$ cat src/rtl/restador_serial.sv
// restador_serial: bit-serial LSB-first subtractor producing A-B with borrow, overflow and zero flags.
module restador_serial #(
  parameter int WIDTH = 4
) (
  input  logic             clk,
  input  logic             rst_n,
  input  logic             start,
  input  logic [WIDTH-1:0] A,
  input  logic [WIDTH-1:0] B,
  output logic [WIDTH-1:0] y,
  output logic             borrow,
  output logic             ovf,
  output logic             zero,
  output logic             busy,
  output logic             done
);
  localparam int CW = $clog2(WIDTH) + 1;
  localparam logic [1:0] IDLE = 2'd0;
  localparam logic [1:0] CALC = 2'd1;
  localparam logic [1:0] DONE = 2'd2;
  logic [1:0] state;
  logic [WIDTH-1:0] a_sh, b_sh, r_sh, r_nx;
  logic [CW-1:0] cnt;
  logic bin, bout, d, a_msb, b_msb, last, load;
  always_comb begin
    d    = a_sh[0] ^ b_sh[0] ^ bin;
    bout = (~a_sh[0] & b_sh[0]) | (~(a_sh[0] ^ b_sh[0]) & bin);
    r_nx = {d, r_sh[WIDTH-1:1]};
    last = cnt == CW'(WIDTH - 1);
    load = start && state != CALC;
  end
  assign busy = state == CALC;
  assign done = state == DONE;
  // y and flags only change on the edge leaving CALC, so partial sums never show
  always_ff @(posedge clk or negedge rst_n) begin
    if (!rst_n) begin
      state  <= IDLE;
      a_sh   <= '0;
      b_sh   <= '0;
      r_sh   <= '0;
      cnt    <= '0;
      bin    <= 1'b0;
      a_msb  <= 1'b0;
      b_msb  <= 1'b0;
      y      <= '0;
      borrow <= 1'b0;
      ovf    <= 1'b0;
      zero   <= 1'b0;
    end else if (load) begin
      state <= CALC;
      a_sh  <= A;
      b_sh  <= B;
      a_msb <= A[WIDTH-1];
      b_msb <= B[WIDTH-1];
      r_sh  <= '0;
      cnt   <= '0;
      bin   <= 1'b0;
    end else if (state == CALC) begin
      a_sh <= a_sh >> 1;
      b_sh <= b_sh >> 1;
      r_sh <= r_nx;
      bin  <= bout;
      cnt  <= cnt + 1'b1;
      if (last) begin
        state  <= DONE;
        y      <= r_nx;
        borrow <= bout;
        ovf    <= (a_msb != b_msb) && (d != a_msb);
        zero   <= ~|r_nx;
      end
    end else begin
      state <= IDLE;
    end
  end
endmodule

$ cat config.mk
export PLATFORM = sky130hd
export DESIGN_NAME = restador_serial
export DESIGN_NICKNAME = d
export VERILOG_FILES = /design/src/rtl/restador_serial.sv
export SDC_FILE = /design/constraint.sdc
export NUM_CORES = 1
export LEC_CHECK = 0
export CAP_MARGIN = 25
export CORE_MARGIN = 1.5
export CORE_UTILIZATION = 51
export DETAILED_ROUTE_END_ITERATION = 10
export PLACE_DENSITY = 0.75
export SYNTH_ARGS = -nofsm -noshare
export SYNTH_HDL_FRONTEND = slang
export SYNTH_SLANG_ARGS = --single-unit
$ cat constraint.sdc
create_clock -name clk -period 1.61 [get_ports clk]
set_input_delay 0.322 -clock clk [delete_from_list [all_inputs] [get_ports clk]]
set_output_delay 0.322 -clock clk [all_outputs]
set_load 0.02 [all_outputs]
==> out/qor.csv <==
metric;value;unit
synth warn;0;
synth unique cells;22;
Register-to-Register Path Depth;5;
Pre-Repair DR Iteration Count;4;
I/O Buffers;19;
die area;0.00260;mm^2
slowest CP cell;fa_2;
fin crit share;0.956;
Final Hold Slack;341;ps
ant diodes;0;
FF-to-FF End;ovf;
most frequent cells in the layout;dfrtp_1 (26), nand2_1 (16), o21ai_0 (11);
vias in the first global route;807;
CP Capture Type;flip-flop;
initial core utilization;0.537;
Final HPWL DP;1500;um
Worst Clk Skew;9.12;ps
minimum clock period;1540;ps
vias;808;
Top Ports;20;
CP Data Arrival Time;1810;ps
largest cells by area after synthesis;dfrtp_1 (55%), mux2i_1 (6.8%), mux2_2 (5.7%);
Slew Limit Fails;0;
CP Max Fanout;3;
Synth Flop Type;dfrtp_1;
Fmax;650;MHz
PnR worst setup slack;71.0;ps
Gate Count Post-Synth;102;
R2R setup slack;70;ps
H-tree depth;1;
final-report setup violation count;0;
worst-margin pin slew;327;ps
Worst slew margin;0.782;
Final Non-Filler Cells;157;
initial antenna violation count;0;
kind of critical path;flip-flop to flip-flop;
Post-synth EDFFs;0;
max_cap viols;0;
Hold Violations, Final;0;
slowest stage delay, CP;620;ps
CTS tree;done;
Leak;0.000727;uW
CP startpoint kind;flip-flop;
Fill cells;191;
maximum vdd drop;1.26;mV
drt wl/cell;12.8;um
Pwr Total;2670;uW
reg2reg start;a_sh[0];
fraction of layout cells with a size suffix above 1;0.209;
num rows;17;
CTS Buf Count;3;
clk buf depth;2;
CP cell instances;inv_1 > fa_2 > and3b_1 > a21oi_1 > o21ai_0;
nets;145;
drt first-iter violations;5;
Post-DRT Antenna Nets;0;
commonest non-fill, non-tap cell in the layout;dfrtp_1;
Area growth syn-to-layout;25.7;%
Overall Global Routing Usage;0.189;
share of the synthesized area in the top cell type;0.553;
Final Wtd Congestion;0.745;
asr flop ratio synth;1.00;
pre-CTS setup slack;46.5;ps
#FFs+latches synth;26;
Post-Syn Area per Cell;11.5;um^2
Die Width;51.0;um
largest net degree at the start of global routing;27;
core area;0.00219;mm^2
die span in y;51.0;um
status;complete, no violations;
clock net sink count;26;
Clock Latency Late Sink;330;ps
via/cell ratio;5.15;
total placed cells including tap cells;151;
Worst EP required;1880;ps
RSZ-0062 raised after global routing;yes;
drt total wl;2020;um
syn_nets;117;
clk slew on worst S/H paths;150;ps
largest area contributor in the netlist;dfrtp_1;
root buf cell;clkbuf_4;
power per cell area;1800;mW/mm^2
Congestion Overflow GR;0;
Hold/Removal Path Class;input port to asynchronous set/reset pin;
post-synthesis sequential area ratio;0.553;
Post-Syn Area;0.00118;mm^2
first-pass GRT wire length;3500;um
drt drc;0;
[synthesized netlist by cell type (2+ instances only)]
cell and instances:
mux2i_1 8, dfrtp_1 26, nor2_1 4, ha_1 2, buf_6 2, o21ai_0 12
buf_2 2, buf_4 2, or3_1 2, fa_1 2, nand2_1 16, mux2_2 6
inv_1 5, nand3b_1 5
[through the flow]
step / utilization / TNS (ps) / instance area [um^2]
floorplan: - / 0 / 1180
global placement: 0.645 / 0 / 1410
detailed placement: 0.645 / 0 / 1410
CTS: 0.665 / 0 / 1460
global route: 0.675 / -33.1 / 1480
finish: 0.675 / 0 / 1480
[report_power, final]
group / switching, uW / total [uW] / internal [uW]
clock network: 201 / 453 / 252
logic: 592 / 1140 / 544
registers: 158 / 1080 / 922
total: 951 / 2670 / 1720
[cells by family (layout without fill, tap and decap cells)]
kind of cell	count (synthesis)	in the layout	synth area share
fa+ha+maj	4	4	0.0553
simple gates	32	32	0.136
mux	15	15	0.138
flops	26	26	0.553
buf+inv	12	39	0.0617
compound gates	13	13	0.0553
[layout make-up]
| type | count | area [um^2] | area share |
|---|---|---|---|
| clock buffers | 3 | 22.5 | 0.0152 |
| clock inverters | 1 | 30.0 | 0.0203 |
| inverters | 6 | 25.0 | 0.0169 |
| multi-input cells | 64 | 463 | 0.313 |
| flip-flops and latches | 26 | 651 | 0.440 |
| well taps | 28 | 35.0 | 0.0237 |
| repair buffers | 29 | 253 | 0.171 |
[worst max-delay path: cells and delay by family (launching register included)]
family | cells | cell delay (ps)
compound gates | 2 | 170
fa+ha+maj | 1 | 620
buf+inv | 1 | 90
flops | 1 | 430
simple gates | 1 | 170
[metal layers]
| metal | GRT usage | share of wire | up-vias |
|---|---|---|---|
| li1 | - | - | 391 |
| met5 | 0 | 0 | - |
| met1 | 0.219 | 0.42 | 393 |
| met4 | 0.108 | 0.023 | 0 |
| met2 | 0.327 | 0.52 | 19 |
| met3 | 0.0351 | 0.036 | 5 |
[what timing repair did]
item	4_1_cts	5_1_grt
hold buffers	0	0
gates resized for setup	11	5
buffers inserted	0	2
setup endpoints to repair	9	4
[sequential cells by signal, indices dropped and copies added, names as in the netlist]
name / cells
a_msb: 1
a_sh: 4
b_msb: 1
b_sh: 4
bin: 1
borrow: 1
cnt: 3
ovf: 1
r_sh: 3
state: 2
y: 4
zero: 1
[worst max-delay path by stage]
stage / cells past startpoint / to / from / slack [ps]
2_1_floorplan: 4 / zero / b_sh[0] / 140
3_3_place_gp: 4 / cnt[0] / start / 80
3_5_place_dp: 5 / ovf / a_sh[0] / 50
4_1_cts: 5 / ovf / a_sh[0] / 20
5_1_grt: 5 / ovf / a_sh[0] / -30
6_report: 5 / ovf / a_sh[0] / 70
(Power assumes the default switching activity.)
